**src/rtl/alu_pkg.sv**
```systemverilog
`default_nettype none
// ============================================================================
// Module      : alu_pkg
// Description : Shared ALU select encodings, flag bit indices, sequencer FSM
//               state type, command record and illegal-select check.
// Revision    : 1.0 - initial release
// ============================================================================
package alu_pkg;

    localparam int C_DATA_W = 32;

    localparam logic [3:0] C_SEL_AND  = 4'b0000;
    localparam logic [3:0] C_SEL_OR   = 4'b0001;
    localparam logic [3:0] C_SEL_XOR  = 4'b0010;
    localparam logic [3:0] C_SEL_NOT  = 4'b0011;
    localparam logic [3:0] C_SEL_PASA = 4'b0100;
    localparam logic [3:0] C_SEL_PASB = 4'b0101;
    localparam logic [3:0] C_SEL_ADD  = 4'b0110;
    localparam logic [3:0] C_SEL_ADC  = 4'b0111;
    localparam logic [3:0] C_SEL_SUB  = 4'b1000;
    localparam logic [3:0] C_SEL_SBC  = 4'b1010;
    localparam logic [3:0] C_SEL_SHL  = 4'b1011;
    localparam logic [3:0] C_SEL_SHR  = 4'b1100;
    localparam logic [3:0] C_SEL_ASR  = 4'b1101;

    // Bit positions inside res_flags = {cout, neg, zero, ovf}
    localparam int C_FLAG_COUT = 3;
    localparam int C_FLAG_NEG  = 2;
    localparam int C_FLAG_ZERO = 1;
    localparam int C_FLAG_OVF  = 0;

    typedef enum logic [1:0] {
        ST_IDLE = 2'd0,
        ST_EXEC = 2'd1,
        ST_RESP = 2'd2
    } seq_state_t;

    typedef struct packed {
        logic [C_DATA_W-1:0] a;
        logic [C_DATA_W-1:0] b;
        logic [3:0]          sel;
        logic                cin;
    } alu_cmd_t;

    function automatic logic is_illegal_sel(input logic [3:0] sel);
        return !(sel inside {C_SEL_AND, C_SEL_OR, C_SEL_XOR, C_SEL_NOT,
                             C_SEL_PASA, C_SEL_PASB, C_SEL_ADD, C_SEL_ADC,
                             C_SEL_SUB, C_SEL_SBC, C_SEL_SHL, C_SEL_SHR,
                             C_SEL_ASR});
    endfunction

endpackage
`default_nettype wire

```
**src/rtl/alu_cmd_fifo.sv**
```systemverilog
`default_nettype none
// ============================================================================
// Module      : alu_cmd_fifo
// Description : Power-of-two deep command FIFO with occupancy count; head
//               entry is presented combinationally on pop_data.
// Revision    : 1.0 - initial release
// ============================================================================
module alu_cmd_fifo
    import alu_pkg::*;
#(
    parameter int DEPTH = 4
) (
    input  logic                   clk,
    input  logic                   rst,
    input  logic                   push,
    input  alu_cmd_t               push_data,
    input  logic                   pop,
    output alu_cmd_t               pop_data,
    output logic                   full,
    output logic                   empty,
    output logic [$clog2(DEPTH):0] count
);

    localparam int C_AW = $clog2(DEPTH);

    alu_cmd_t          r_mem [DEPTH];
    logic [C_AW-1:0]   r_wptr;
    logic [C_AW-1:0]   r_rptr;
    logic [C_AW:0]     r_count;
    logic              w_do_push;
    logic              w_do_pop;

    assign full      = (r_count == (C_AW+1)'(DEPTH));
    assign empty     = (r_count == '0);
    assign count     = r_count;
    assign pop_data  = r_mem[r_rptr];
    assign w_do_push = push && !full;
    assign w_do_pop  = pop && !empty;

    // Storage carries no reset; validity is tracked solely by the count.
    always_ff @(posedge clk) begin
        if (w_do_push) begin
            r_mem[r_wptr] <= push_data;
        end
    end

    always_ff @(posedge clk) begin
        if (rst) begin
            r_wptr  <= '0;
            r_rptr  <= '0;
            r_count <= '0;
        end else begin
            if (w_do_push) begin
                r_wptr <= r_wptr + 1'b1;
            end
            if (w_do_pop) begin
                r_rptr <= r_rptr + 1'b1;
            end
            case ({w_do_push, w_do_pop})
                2'b10:   r_count <= r_count + 1'b1;
                2'b01:   r_count <= r_count - 1'b1;
                default: r_count <= r_count;
            endcase
        end
    end

endmodule
`default_nettype wire

```
**src/rtl/alu_cmd_sequencer.sv**
```systemverilog
`default_nettype none
// ============================================================================
// Module      : alu_cmd_sequencer
// Description : Queues ALU commands, issues them one at a time to an external
//               combinational ALU and holds each result until accepted.
//               Define ALU_SEQ_STICKY_FLAGS_EN to enable sticky {ovf,cout}.
// Revision    : 1.0 - initial release
// ============================================================================
module alu_cmd_sequencer
    import alu_pkg::*;
#(
    parameter int DEPTH = 4
) (
    input  logic                   clk,
    input  logic                   rst,
    input  logic                   cmd_valid,
    output logic                   cmd_ready,
    input  logic [31:0]            cmd_a,
    input  logic [31:0]            cmd_b,
    input  logic [3:0]             cmd_sel,
    input  logic                   cmd_cin,
    output logic [31:0]            alu_a,
    output logic [31:0]            alu_b,
    output logic [3:0]             alu_sel,
    output logic                   alu_cin,
    input  logic [31:0]            alu_y,
    input  logic                   alu_cout,
    input  logic                   alu_neg,
    input  logic                   alu_zero,
    input  logic                   alu_ovf,
    output logic                   res_valid,
    input  logic                   res_ready,
    output logic [31:0]            res_y,
    output logic [3:0]             res_flags,
    output logic                   res_err,
    output logic [$clog2(DEPTH):0] fifo_count,
    output logic [1:0]             sticky_flags,
    input  logic                   clr_sticky
);

    seq_state_t  r_state;
    seq_state_t  w_state_nxt;
    alu_cmd_t    r_opnd;
    logic [31:0] r_res_y;
    logic [3:0]  r_res_flags;
    logic        r_res_err;

    alu_cmd_t    w_cmd_in;
    alu_cmd_t    w_head;
    logic        w_push;
    logic        w_pop;
    logic        w_full;
    logic        w_empty;
    logic        w_exec;
    logic        w_res_hs;
    logic [3:0]  w_alu_flags;

    assign w_cmd_in  = '{a: cmd_a, b: cmd_b, sel: cmd_sel, cin: cmd_cin};
    assign cmd_ready = !w_full;
    assign w_push    = cmd_valid && cmd_ready;

    alu_cmd_fifo #(
        .DEPTH (DEPTH)
    ) u_fifo (
        .clk       (clk),
        .rst       (rst),
        .push      (w_push),
        .push_data (w_cmd_in),
        .pop       (w_pop),
        .pop_data  (w_head),
        .full      (w_full),
        .empty     (w_empty),
        .count     (fifo_count)
    );

    always_ff @(posedge clk) begin
        if (rst) begin
            r_state <= ST_IDLE;
        end else begin
            r_state <= w_state_nxt;
        end
    end

    always_comb begin
        w_state_nxt = r_state;
        w_pop       = 1'b0;
        case (r_state)
            ST_IDLE: begin
                if (!w_empty) begin
                    w_pop       = 1'b1;
                    w_state_nxt = ST_EXEC;
                end
            end
            ST_EXEC: begin
                w_state_nxt = ST_RESP;
            end
            ST_RESP: begin
                // Chaining straight into EXEC gives one result every two cycles.
                if (res_ready) begin
                    if (!w_empty) begin
                        w_pop       = 1'b1;
                        w_state_nxt = ST_EXEC;
                    end else begin
                        w_state_nxt = ST_IDLE;
                    end
                end
            end
            default: begin
                w_state_nxt = ST_IDLE;
            end
        endcase
    end

    assign w_exec  = (r_state == ST_EXEC);
    assign alu_a   = w_exec ? r_opnd.a   : '0;
    assign alu_b   = w_exec ? r_opnd.b   : '0;
    assign alu_sel = w_exec ? r_opnd.sel : '0;
    assign alu_cin = w_exec ? r_opnd.cin : 1'b0;

    always_comb begin
        w_alu_flags              = '0;
        w_alu_flags[C_FLAG_COUT] = alu_cout;
        w_alu_flags[C_FLAG_NEG]  = alu_neg;
        w_alu_flags[C_FLAG_ZERO] = alu_zero;
        w_alu_flags[C_FLAG_OVF]  = alu_ovf;
    end

    always_ff @(posedge clk) begin
        if (rst) begin
            r_opnd      <= '0;
            r_res_y     <= '0;
            r_res_flags <= '0;
            r_res_err   <= 1'b0;
        end else begin
            if (w_pop) begin
                r_opnd <= w_head;
            end
            if (w_exec) begin
                // Illegal selects still take the EXEC slot but report a clean zero.
                if (is_illegal_sel(r_opnd.sel)) begin
                    r_res_y     <= '0;
                    r_res_flags <= '0;
                    r_res_err   <= 1'b1;
                end else begin
                    r_res_y     <= alu_y;
                    r_res_flags <= w_alu_flags;
                    r_res_err   <= 1'b0;
                end
            end
        end
    end

    assign res_valid = (r_state == ST_RESP);
    assign res_y     = r_res_y;
    assign res_flags = r_res_flags;
    assign res_err   = r_res_err;
    assign w_res_hs  = res_valid && res_ready;

`ifdef ALU_SEQ_STICKY_FLAGS_EN
    logic [1:0] r_sticky;

    always_ff @(posedge clk) begin
        if (rst) begin
            r_sticky <= '0;
        end else if (clr_sticky) begin
            r_sticky <= '0;
        end else if (w_res_hs) begin
            r_sticky <= r_sticky | {r_res_flags[C_FLAG_OVF], r_res_flags[C_FLAG_COUT]};
        end
    end

    assign sticky_flags = r_sticky;
`else
    logic w_unused_sticky;
    assign w_unused_sticky = clr_sticky & w_res_hs;
    assign sticky_flags    = 2'b00;
`endif

endmodule
`default_nettype wire

```
**config.mk**
```make
export PLATFORM = sky130hd
export DESIGN_NAME = alu_cmd_sequencer
export DESIGN_NICKNAME = d
export VERILOG_FILES = /design/src/rtl/alu_pkg.sv /design/src/rtl/alu_cmd_fifo.sv /design/src/rtl/alu_cmd_sequencer.sv
export SDC_FILE = /design/constraint.sdc
export NUM_CORES = 1
export LEC_CHECK = 0
export BUFFER_PORTS_ARGS = -buffer_cell sky130_fd_sc_hd__buf_2
export CORE_MARGIN = 2
export CORE_UTILIZATION = 51
export CTS_CLUSTER_DIAMETER = 50
export CTS_CLUSTER_SIZE = 40
export DETAILED_ROUTE_END_ITERATION = 6
export MAX_ROUTING_LAYER = met4
export PLACE_DENSITY_LB_ADDON = 0.08
export SLEW_MARGIN = 20
export SYNTH_ARGS = -nofsm -noshare
export SYNTH_HDL_FRONTEND = slang
export SYNTH_SLANG_ARGS = --single-unit
```
**constraint.sdc**
```tcl
create_clock -name clk -period 3.2 [get_ports clk]
set_input_delay 0.64 -clock clk [delete_from_list [all_inputs] [get_ports clk]]
set_output_delay 0.64 -clock clk [all_outputs]
set_load 0.05 [all_outputs]
```
=== Word-level counts from Yosys, hierarchy flattened ===
Memories as Yosys holds them, arrays and structs flattened. A register that Yosys moved wholly into a read port is not among the register bits.
Cells that the tools add are included.

* $add $sub $neg: 4
* Equal/unequal tests: 19
* Mux-type cells: 17
* Reductions and logical operators: 11

{| class="wikitable"
|+ Operators with widths
! kind !! number
|-
| 32-bit two-way mux || 3
|-
| 4-bit == test, second input constant || 5
|-
| 4-bit by 3-bit == test with 1-bit output, second input constant || 4
|-
| 13-bit nonzero test || 1
|-
| 4-bit by 2-bit == test with 1-bit output, second input constant || 2
|-
| 4-bit two-way mux || 2
|-
| 1-bit two-way mux || 7
|-
| 2-bit one-hot mux with 3 select lines || 1
|-
| 3-bit one-hot mux with 2 select lines || 1
|-
| 2-bit by 1-bit adder with 2-bit output, second input constant || 2
|-
| 2-bit by 1-bit == test with 1-bit output, second input constant || 2
|-
| 2-bit == test, second input constant || 2
|-
| 4-bit by 1-bit == test with 1-bit output, second input constant || 1
|-
| 4-bit logical NOT || 1
|-
| 2-bit two-way mux || 2
|-
| 3-bit by 1-bit adder with 3-bit output, second input constant || 1
|-
| 3-bit == test, second input constant || 1
|-
| 1-bit logical AND || 3
|-
| 3-bit logical NOT || 1
|-
| 3-bit by 1-bit subtractor with 3-bit output, second input constant || 1
|-
| 1-bit logical NOT || 2
|-
| 2-bit logical NOT || 1
|-
| 2-bit by 1-bit inequality test with 1-bit output, second input constant || 1
|-
| 2-bit inequality test, second input constant || 1
|-
| other kinds (3) || 3
|}

* Bits in registers: 46
* Memory bits (writable): 276
* Bits of input ports: 110
* Output and inout bits: 113
* Memories kept: 1

{| class="wikitable"
|+ Memory list
! memory !! depth !! bits a word !! rd ports !! clocked after Yosys merged registers in !! write ports !! RTL line !! source
|-
| u_fifo.r_mem || 4 || 69 || 1 || 1 || 1 || alu_cmd_fifo.sv:26 || <nowiki>alu_cmd_t r_mem [DEPTH];</nowiki>
|}

=== Logic depth before layout (Yosys ltp) ===
Gate-level depths: netlist of run 1.

* Word-level depth: 7
* Gate-level depth with buffers: 9
* Depth with buffers taken out: 8

=== Hierarchy ===
Synthesis of run 1 repeated with hierarchy kept, for this count alone.

* Cell total of the unflattened synthesis: 986
* Area, all modules: 15,198.3 um^2

{| class="wikitable"
|+ Modules (own cells, without submodules)
! module !! times used !! cells each !! area each (um^2)
|-
| alu_cmd_fifo || 1 || 415 || 10,435.0
|-
| alu_cmd_sequencer || 1 || 571 || 4,763.3
|}

=== Worst setup path after synthesis of run 1 ===
No wires, ideal clock.

* Path type: flip-flop to flip-flop
* Start point: reg u_fifo.r_count[0] (netlist: u_fifo.count[0])
* End point: mem u_fifo.r_mem[0][0] (netlist name), enable pin
* Setup time: 0.435 ns
* Data arrival time: 3.286 ns
* Data required time: 2.765 ns
* Slack: -0.521 ns
* Stages on the path, launching flop included: 4
* Path buffers: 1
* Period minus slack after synthesis: 3.721 ns
* Cells stage by stage: dfxtp_1 > or3b_1 > clkbuf_1 > and3_1

* Longest elaborated chain between the ends: 6

{| class="wikitable"
|+ RTL lines
! what !! RTL line !! source
|-
| from (decl) || alu_cmd_fifo.sv:29 || <nowiki>logic [C_AW:0] r_count;</nowiki>
|-
| from (signal assigned) || alu_cmd_fifo.sv:60 || <nowiki>2'b10: r_count <= r_count + 1'b1;</nowiki>
|-
| from (signal assigned) || alu_cmd_fifo.sv:61 || <nowiki>2'b01: r_count <= r_count - 1'b1;</nowiki>
|-
| from (signal assigned) || alu_cmd_fifo.sv:62 || <nowiki>default: r_count <= r_count;</nowiki>
|-
| 3-bit == test * || alu_cmd_fifo.sv:33 || <nowiki>assign full = (r_count == (C_AW+1)'(DEPTH));</nowiki>
|-
| 1-bit logical NOT * || alu_cmd_sequencer.sv:59 || <nowiki>assign cmd_ready = !w_full;</nowiki>
|-
| net cmd_ready || alu_cmd_sequencer.sv:17 || <nowiki>output logic cmd_ready,</nowiki>
|-
| 1-bit logical AND || alu_cmd_sequencer.sv:60 || <nowiki>assign w_push = cmd_valid && cmd_ready;</nowiki>
|-
| 1-bit logical AND * || alu_cmd_fifo.sv:37 || <nowiki>assign w_do_push = push && !full;</nowiki>
|-
| 1-bit two-way mux * || alu_cmd_fifo.sv:42 || <nowiki>if (w_do_push) begin</nowiki>
|-
| 1-bit two-way mux (implied by the code) * || alu_cmd_fifo.sv:43 || <nowiki>r_mem[r_wptr] <= push_data;</nowiki>
|-
| to (decl) || alu_cmd_fifo.sv:26 ||
|}

The timed path passes the listed nets; every way through them passes the cells marked *.

=== Worst setup path in the final report of run 1 ===
* Start point: reg r_state[0]
* End point: out alu_a[13]

* Longest elaborated chain between the ends: 2

{| class="wikitable"
|+ RTL lines
! what !! RTL line !! source
|-
| from (decl) || alu_cmd_sequencer.sv:41 || <nowiki>seq_state_t r_state;</nowiki>
|-
| from (signal assigned) || alu_cmd_sequencer.sv:80 || <nowiki>r_state <= w_state_nxt;</nowiki>
|-
| 2-bit by 1-bit == test with 1-bit output || alu_cmd_sequencer.sv:114 || <nowiki>assign w_exec = (r_state == ST_EXEC);</nowiki>
|-
| 32-bit two-way mux || alu_cmd_sequencer.sv:115 || <nowiki>assign alu_a = w_exec ? r_opnd.a : '0;</nowiki>
|-
| to (decl) || alu_cmd_sequencer.sv:22 || <nowiki>output logic [31:0] alu_a,</nowiki>
|}

No other way between the ends.

==> metrics.txt, run 1 <==
Initial DRT Pass Iterations=4; share of flip-flops with an asynchronous set or reset=0%; actual transition at the worst max-transition pin=1007 ps; critical setup path kind=reg2out; proportion of power drawn by combinational gates=around a quarter; clock sink count=391; post-layout worst setup margin=312.6 ps; via-per-instance ratio=5.439; # setup viols final=0; starting DRC count in detailed routing=439; number of hold violations in the final report=0; unrepaired setup endpoints after global routing=no; required time of the critical path=about 2600 ps; DRT antenna net count=0; worst hold path class=in2reg; commonest non-fill, non-tap cell in the layout=sky130_fd_sc_hd__edfxtp_1; Max IR drop VDD=approximately 0.49 mV; number of cells produced by synthesis=902; Residual DRC=0; Sequential Power Share=45.0%; leading cell types in the layout, fill and taps excluded=276 x sky130_fd_sc_hd__edfxtp_1, 219 x sky130_fd_sc_hd__buf_2, 113 x sky130_fd_sc_hd__dfxtp_1, 71 x sky130_fd_sc_hd__nand2_1; post-DP HPWL=approximately 18000 um; wirelength, routed=30540 um; Port Buf Inserts=between 200 and 250; number of CTS-inserted buffers=37; number of distinct standard cells referenced by the synthesized netlist=40; maximum clock frequency=346.3 MHz; total of cells resized after clock tree synthesis=0; Clock Root Buffer=sky130_fd_sc_hd__clkbuf_16; yosys warns=0; number of antenna violations at the first check in global routing=5; post-CTS setup buffer count=0; count of hold-fix buffers inserted at cts=0; Switching Power=roughly 4.8 mW; effective utilization at floorplan=51.92%; clock tree from TritonCTS=yes; CP peak stage delay=510 ps; wire length of the first global-routing pass=47290 um; Synth Area per Inst=around 17 um^2; skew final=16.16 ps; detail-routed net length per standard cell=around 20 um; setup TNS after final layout=0 ps; worst-case register-to-register setup slack=840 ps; Clock Power Share=30.4%; core box area=28780 um^2; power density over the cells=approximately 850 nW/um^2; cells traversed along the worst timing path=nor2b_4 -> buf_4 -> and2_1 -> buf_2; row count=62; Filler Cells Inserted=2185; dpl cell area=16390 um^2; Final nets=1228; clock network latency to the later pin of the worst-skew pair=between 500 and 600 ps; EDFF count, synth=276; Sw Share=31.60%; headroom to the max-slew limit=32.71%; worst setup slack before clock tree synthesis=828.6 ps; Vert. Die Dim=between 150 and 200 um; Crit Path Max Fanout=53; max-slew violation count=0; status=finished clean; area added between synthesis and finish=18.41%; gate family responsible for the most delay along the worst path=buffers and inverters; clock slew at reported path FFs=roughly 70 ps; vias in the first global route=8411; critical path arrival=approximately 2300 ps; type of element capturing the critical path=output pin; Worst path slowest cell=sky130_fd_sc_hd__dfxtp_1; final RePlAce weighted congestion=0.7522; Bufs and invs on worst path=2; vias post-DR=approximately 8300; Max-cap violations=0; Static Leakage=6.280 nW; Tot GR Track Use=20.59%; primary flip-flop cell chosen by synthesis mapping=sky130_fd_sc_hd__edfxtp_1; number of top-level pins=approximately 220; startpoint types=flop; layout cells sized above 1=~33%; share of the clock period used by the worst path after layout=90.23%; buffer depth of the longest clock path=3; internal cell power=10.32 mW; post-layout minimum cycle time=2887 ps; global route overflow=0; synthesized flop and latch total=391; worst hold margin=~320 ps; cell area after layout=around 18000 um^2; die outline area=30680 um^2; die span in x=175.2 um; H-tree lvl count=2; Post-Syn Area=~15000 um^2; Seq/Total Area, Yosys=70.88%; maximum number of pins on one net before global-route repair=a little over 90
power groups by stage:
stage | combinational (mW) | sequential (mW) | clock [mW]
after floorplan | 2.70 | 7.01 | 0
after global placement | 3.75 | 6.88 | 0
after detailed placement | 3.79 | 6.91 | 0
after CTS | 3.79 | 6.81 | 4.70
after global routing | 4.02 | 6.90 | 4.89
final | 3.72 | 6.79 | 4.58
logic make-up after synthesis:
family	synth area share [%]
AO/OA/AOI/OAI	6.724
AND/OR/NAND/NOR	7.076
XOR/XNOR	0.1173
buffers and inverters	3.978
other	0.02510
multiplexers	10.65
flip-flops	70.88
adder cells (fa/ha/maj)	0.5527
registers in the layout, indices dropped and copies added (netlist names):
| name | count |
|---|---|
| res_y | 32 |
| u_fifo.r_wptr | 2 |
| res_err | 1 |
| res_flags | 4 |
| u_fifo.count | 3 |
| r_opnd | 69 |
| r_state | 2 |
| u_fifo.r_rptr | 2 |
| u_fifo.r_mem | 276 |
worst register-to-register path, cell delays in order, from the launching register on:
cell and delay, ps:
sky130_fd_sc_hd__dfxtp_1 410, sky130_fd_sc_hd__or3b_1 530, sky130_fd_sc_hd__nand2_1 130, sky130_fd_sc_hd__ha_1 180, sky130_fd_sc_hd__inv_1 60, sky130_fd_sc_hd__fa_1 370, sky130_fd_sc_hd__xor2_1 160, sky130_fd_sc_hd__or3_1 310
sky130_fd_sc_hd__a21oi_1 150
metal layers:
layer / GRT usage [%] / wire (um)
met1: 25.35 / 12590
met4: 6.146 / 707
met2: 34.48 / 15150
met5: - / 0
met3: 4.330 / 2095
through the flow:
stage	power (mW)	std cells	util, %
floorplan	9.707	903	-
global placement	10.63	1457	56.95
detailed placement	10.70	1457	56.95
CTS	15.29	1525	61.42
global route	15.81	1530	61.46
finish	15.09	1531	61.47
cells in the mapped netlist (all sizes together) (4+ instances only):
library cell / count / share of area, %
dfxtp: 115 / 15
o32ai: 36 / 2.1
and2: 69 / 2.9
edfxtp: 276 / 55
mux4: 69 / 11
nand3: 38 / 1.3
nor2b: 4 / 0.17
ha: 5 / 0.42
clkbuf: 36 / 1.2
nor2: 5 / 0.13
a21oi: 6 / 0.20
inv: 43 / 1.1
nand2: 71 / 1.8
o2bb2ai: 69 / 4.0
buf: 34 / 1.7
and3: 4 / 0.17
final cells by class:
type | count | area, um^2 | share of cell area, %
multi-input combinational | 399 | 3795 | 21.45
tap | 384 | 480.5 | 2.716
antenna | 6 | 15.01 | 0.08487
clock buffer | 46 | 1002 | 5.665
timing repair buffer | 240 | 1354 | 7.652
clock inverter | 22 | 284.0 | 1.605
sequential | 391 | 10600 | 59.90
inverter | 43 | 163.9 | 0.9264
path summary, 6_finish.rpt:
check,from,end,cells after the start
setup / recovery,r_state[0],alu_a[13],4
hold / removal,cmd_a[29],u_fifo.r_mem[3][66],1
setup reg to reg,u_fifo.count[2],u_fifo.count[2],8
hold reg to reg,r_opnd[27],r_opnd[27],2
Note: power is estimated with default switching activity, not from simulation.
==> inputs of run 2 (changes only) <==
--- a/config.mk
+++ b/config.mk
@@ -7,7 +7,7 @@
 export LEC_CHECK = 0
 export BUFFER_PORTS_ARGS = -buffer_cell sky130_fd_sc_hd__buf_2
 export CORE_MARGIN = 2
-export CORE_UTILIZATION = 51
+export CORE_UTILIZATION = 57
 export CTS_CLUSTER_DIAMETER = 50
 export CTS_CLUSTER_SIZE = 40
 export DETAILED_ROUTE_END_ITERATION = 6
==> constraint.sdc (replaced) <==
create_clock -name clk -period 3.1 [get_ports clk]
set_input_delay 0.62 -clock clk [delete_from_list [all_inputs] [get_ports clk]]
set_output_delay 0.62 -clock clk [all_outputs]
set_load 0.05 [all_outputs]
==> metrics.txt, run 2 (synthesis results as in run 1) <==
post-CTS setup buffer count=0 (unchanged); Vert. Die Dim=165.9 um (-5.3%); leading cell types in the layout, fill and taps excluded=276 x sky130_fd_sc_hd__edfxtp_1, 219 x sky130_fd_sc_hd__buf_2, 113 x sky130_fd_sc_hd__dfxtp_1, 71 x sky130_fd_sc_hd__nand2_1; required time of the critical path=2480 ps (-80 ps); final RePlAce weighted congestion=0.7459 (-0.84%); share of the clock period used by the worst path after layout=94.10%; via-per-instance ratio=5.644 (+3.8%); die span in x=165.9 um (-5.3%); launching point of the worst reg2reg path=u_fifo.count[2]; number of top-level pins=223 (unchanged); actual transition at the worst max-transition pin=932.4 ps (-74.43 ps); number of hold violations in the final report=0 (unchanged); CP peak stage delay=520 ps (about the same); post-DP HPWL=17340 um (-3.7%); cell count of the worst reg-to-reg path=8 (unchanged); clock sink count=391 (unchanged); type of element capturing the critical path=output pin; area added between synthesis and finish=18.59%; detail-routed net length per standard cell=20.11 um (+0.81%); commonest non-fill, non-tap cell in the layout=sky130_fd_sc_hd__edfxtp_1; headroom to the max-slew limit=37.84% (+5.1 points); starting DRC count in detailed routing=553 (+26%); number of instances on the worst hold path=1 (unchanged); Max-cap violations=0 (unchanged); post-route insts no fill=1482 (-3.2%); post-layout minimum cycle time=2917 ps; vias post-DR=8365 (+0.46%); total of cells resized after clock tree synthesis=0 (unchanged); Final nets=1230 (+0.16%); H-tree lvl count=2 (unchanged); Crit Path Max Fanout=23 (-57%); cell area after layout=17720 um^2 (+0.16%); buffer depth of the longest clock path=3 (unchanged); wirelength, routed=29810 um (-2.4%); critical setup path kind=reg2out; number of CTS-inserted buffers=37 (unchanged); dpl cell area=16340 um^2 (-0.28%); Initial DRT Pass Iterations=5 (+1); worst hold path class=in2reg; Worst path slowest cell=sky130_fd_sc_hd__dfxtp_1; DRT antenna net count=0 (unchanged); cells traversed along the worst timing path=nor2b_4 -> buf_4 -> and2_1 -> buf_2; Port Buf Inserts=219 (unchanged); clock network latency to the later pin of the worst-skew pair=520 ps (about the same); layout cells sized above 1=33.51% (+0.56 points); status=finished clean; die outline area=27520 um^2 (-10%); number of antenna violations at the first check in global routing=6 (+1); power density over the cells=893.5 nW/um^2 (+4.8%); Max IR drop VDD=0.6018 mV (+23%); maximum number of pins on one net before global-route repair=71 (-23%); vias in the first global route=8527 (+1.4%); core box area=25910 um^2 (-10%); number of placed instances with taps included=1410 (-3.2%); startpoint types=flop; critical path arrival=2300 ps (+50 ps); met3 layer usage reported by global route=4.647% (+0.32 points); unrepaired setup endpoints after global routing=no; row count=59 (-4.8%); # setup viols final=0 (unchanged); Clock Root Buffer=sky130_fd_sc_hd__clkbuf_16; Final Core Density=68.39% (+6.9 points); global route overflow=0 (unchanged); skew final=25.94 ps (+9.772 ps); clock slew at reported path FFs=70 ps (about the same); Static Leakage=6.321 nW (+0.65%); hold endpoint=u_fifo.r_mem[1][50]; max FFs per register=276 (unchanged); max-slew violation count=0 (unchanged); count of hold-fix buffers inserted at cts=0 (unchanged); GR met1 Demand/Resource=28.97% (+3.6 points); worst-case register-to-register setup slack=760 ps (-80 ps); effective utilization at floorplan=57.67% (+5.7 points); maximum clock frequency=about 340 MHz; Reg with most FFs=u_fifo.r_mem; M2 GR Usage=37.27% (+2.8 points); reg-to-reg critical path endpoint=u_fifo.count[2]; setup TNS after final layout=0 ps (unchanged); clock tree from TritonCTS=yes; Residual DRC=0 (unchanged); layer carrying the most global-route usage=met2; start point of the worst hold path=cmd_a[13]; wire length of the first global-routing pass=47210 um (-0.16%); Tot GR Track Use=22.48% (+1.9 points)
[run 2: changes by cell type in the layout (fill, tap and decap cells not counted), sizes merged]
cell,previous run,this run
buf,240,242
diode,6,7
inv,51,49
bufinv,5,8
clkbuf,46,40
clkinvlp,4,5
clkinv,5,6
[run 2: power by group]
group	internal [mW]	switching, mW
clock network	2.97	2.00
registers	6.49	0.491
logic	1.40	2.48
total	10.9	4.97
[run 2: area by class of cell]
type / count / area (um^2)
Sequential cell: 391 / 10600
Fill cell: 1785 / 8192
Multi-Input combinational cell: 399 / 3795
Timing Repair Buffer: 242 / 1369
Clock buffer: 40 / 957.2
Tap cell: 335 / 419.2
Clock inverter: 25 / 400.4
Inverter: 43 / 163.9
Antenna cell: 7 / 17.52
[run 2: stage by stage]
step | hold slack, ps | power (mW) | setup slack, ps
6_report | 304.0 | 15.83 | 182.8
4_1_cts | 288.2 | 16.02 | 130.2
3_3_place_gp | 443.5 | 10.97 | 689.5
2_1_floorplan | 434.3 | 10.02 | 130.9
3_5_place_dp | 448.1 | 11.05 | 680.7
5_1_grt | 295.1 | 16.56 | 57.56
[run 2: worst max-delay path by stage]
stage / end / cells after the start / from
floorplan: u_fifo.r_mem[0][0] / 3 / u_fifo.count[0]
global placement: alu_b[29] / 4 / r_state[0]
detailed placement: alu_b[29] / 4 / r_state[0]
CTS: alu_b[29] / 4 / r_state[0]
global route: alu_b[29] / 4 / r_state[0]
finish: alu_b[29] / 4 / r_state[0]
[run 2: layer usage]
layer	wire length, um	share of wire, %	vias up
met5	0	0	-
met4	486	1.6	0
met3	1711	5.7	49
met2	14900	50	236
met1	12710	43	4165
li1	-	-	3915
[run 2: worst max-delay path, delay by kind of cell (launching register included)]
| kind | cells | cell delay, ps |
|---|---|---|
| buffers and inverters | 2 | 600 |
| flip-flops | 1 | 520 |
| AND/OR/NAND/NOR | 2 | 640 |
==> inputs of run 3 (changes only) <==
--- a/config.mk
+++ b/config.mk
@@ -6,6 +6,7 @@
 export NUM_CORES = 1
 export LEC_CHECK = 0
 export BUFFER_PORTS_ARGS = -buffer_cell sky130_fd_sc_hd__buf_2
+export CORE_ASPECT_RATIO = 1.2
 export CORE_MARGIN = 2
 export CORE_UTILIZATION = 57
 export CTS_CLUSTER_DIAMETER = 50
==> metrics.txt, run 3 (synthesis results as in run 1) <==
status=finished clean; power density over the cells=859.8 nW/um^2 (-3.8%); final RePlAce weighted congestion=0.7652 (+2.6%); Residual DRC=0 (unchanged); Static Leakage=6.189 nW (-2.1%); unrepaired setup endpoints after global routing=no; headroom to the max-slew limit=36.12% (-1.7 points); wire length of the first global-routing pass=46420 um (-1.7%); Tot GR Track Use=21.96% (-0.52 points); worst hold path class=in2reg; die span in x=151.8 um (-8.5%); type of element capturing the critical path=output pin; share of the clock period used by the worst path after layout=89.96% (-4.1 points); # setup viols final=0 (unchanged); leading cell types in the layout, fill and taps excluded=276 x sky130_fd_sc_hd__edfxtp_1, 219 x sky130_fd_sc_hd__buf_2, 113 x sky130_fd_sc_hd__dfxtp_1, 71 x sky130_fd_sc_hd__nand2_1; layout cells sized above 1=32.92% (-0.59 points); Vert. Die Dim=181.4 um (+9.3%); number of antenna violations at the first check in global routing=7 (+1); post-layout worst setup margin=311.1 ps (+128.4 ps); Clock Root Buffer=sky130_fd_sc_hd__clkbuf_16; number of top-level pins=223 (unchanged); number of hold violations in the final report=0 (unchanged); worst setup slack before clock tree synthesis=762.7 ps (+82.03 ps); core box area=25620 um^2 (-1.1%); critical path arrival=2170 ps (-130 ps); Reg with most FFs=u_fifo.r_mem; global route overflow=0 (unchanged); max-slew violation count=0 (unchanged); maximum clock frequency=358.6 MHz (+4.6%); starting DRC count in detailed routing=532 (-3.8%); Filler Cells Inserted=1810 (+1.4%); maximum number of pins on one net before global-route repair=76 (+7.0%); post-CTS setup buffer count=0 (unchanged); setup TNS after final layout=0 ps (unchanged); number of CTS-inserted buffers=30 (-19%); clock slew at reported path FFs=70 ps (about the same); detail-routed net length per standard cell=20.06 um (-0.24%); die outline area=27530 um^2 (about the same); area of the multi-input gates=3795 um^2 (unchanged); post-layout minimum cycle time=2789 ps (-128.4 ps); area added between synthesis and finish=16.79%; vias in the first global route=8521 (-0.070%); Max-cap violations=0 (unchanged); Storage cell area=10600 um^2 (unchanged); worst-case register-to-register setup slack=740 ps (-20 ps); Final nets=1219 (-0.89%); Crit Path Max Fanout=75 (+230%); H-tree lvl count=1 (-1); Max IR drop VDD=0.5794 mV (-3.7%); total of cells resized after clock tree synthesis=0 (unchanged); effective utilization at floorplan=58.31% (+0.64 points); count of hold-fix buffers inserted at cts=0 (unchanged); Initial DRT Pass Iterations=4 (-1); post-DP HPWL=17170 um (-0.98%); Port Buf Inserts=219 (unchanged); row count=64 (+8.5%); commonest non-fill, non-tap cell in the layout=sky130_fd_sc_hd__edfxtp_1; via-per-instance ratio=5.633 (-0.21%); clock network latency to the later pin of the worst-skew pair=560 ps (+40 ps); required time of the critical path=2480 ps (about the same); buffer depth of the longest clock path=3 (unchanged); skew final=17.56 ps (-8.379 ps); actual transition at the worst max-transition pin=958.2 ps (+25.80 ps); max FFs per register=276 (unchanged); wirelength, routed=29370 um (-1.5%); vias post-DR=8246 (-1.4%); startpoint types=flop; clock sink count=391 (unchanged); critical setup path kind=reg2out; clock tree from TritonCTS=yes; DRT antenna net count=0 (unchanged)
## run 3: layer usage
| layer | global-route usage, % | part of all wire, % | vias to the layer above |
|---|---|---|---|
| met4 | 4.785 | 1.8 | 0 |
| met1 | 27.24 | 41 | 4085 |
| met5 | - | 0 | - |
| met2 | 37.86 | 51 | 251 |
| li1 | - | - | 3873 |
| met3 | 4.318 | 6.3 | 37 |
## run 3: where the power goes
part | internal, mW | switching (mW)
logic | 1.41 | 2.48
clock network | 2.22 | 1.93
registers | 6.49 | 0.476
## run 3: final cells by class
cell class	instances	area share (%)
antenna	7	0.1004
timing repair buffer	238	7.815
sequential	391	60.73
clock inverter	24	1.714
multi-input combinational	399	21.75
inverter	43	0.9393
clock buffer	32	4.589
tap	330	2.366
## run 3: critical path: stages (launching register included)
cell and delay (ps):
sky130_fd_sc_hd__dfxtp_1 530, sky130_fd_sc_hd__nor2b_4 280, sky130_fd_sc_hd__buf_12 310, sky130_fd_sc_hd__and2_1 210, sky130_fd_sc_hd__buf_2 280
## run 3: final timing paths
kind	from	end	cells after the start
min reg2reg	r_opnd[11]	r_opnd[11]	2
max reg2reg	u_fifo.count[2]	u_fifo.count[2]	8
min	cmd_b[14]	u_fifo.r_mem[2][19]	1
max	r_state[0]	alu_a[12]	4
## run 3: metrics by stage
step                std cells  hold WS, ps  util, %  cell area, um^2  power, mW
floorplan                 903        434.3        -            14950      10.02
global placement         1401        442.4    63.74            16330      10.94
detailed placement       1401        448.1    63.74            16330      11.03
CTS                      1457        248.4    68.03            17430      15.17
global route             1464        252.5    68.10            17450      15.71
finish                   1464        270.8    68.10            17450      15.00
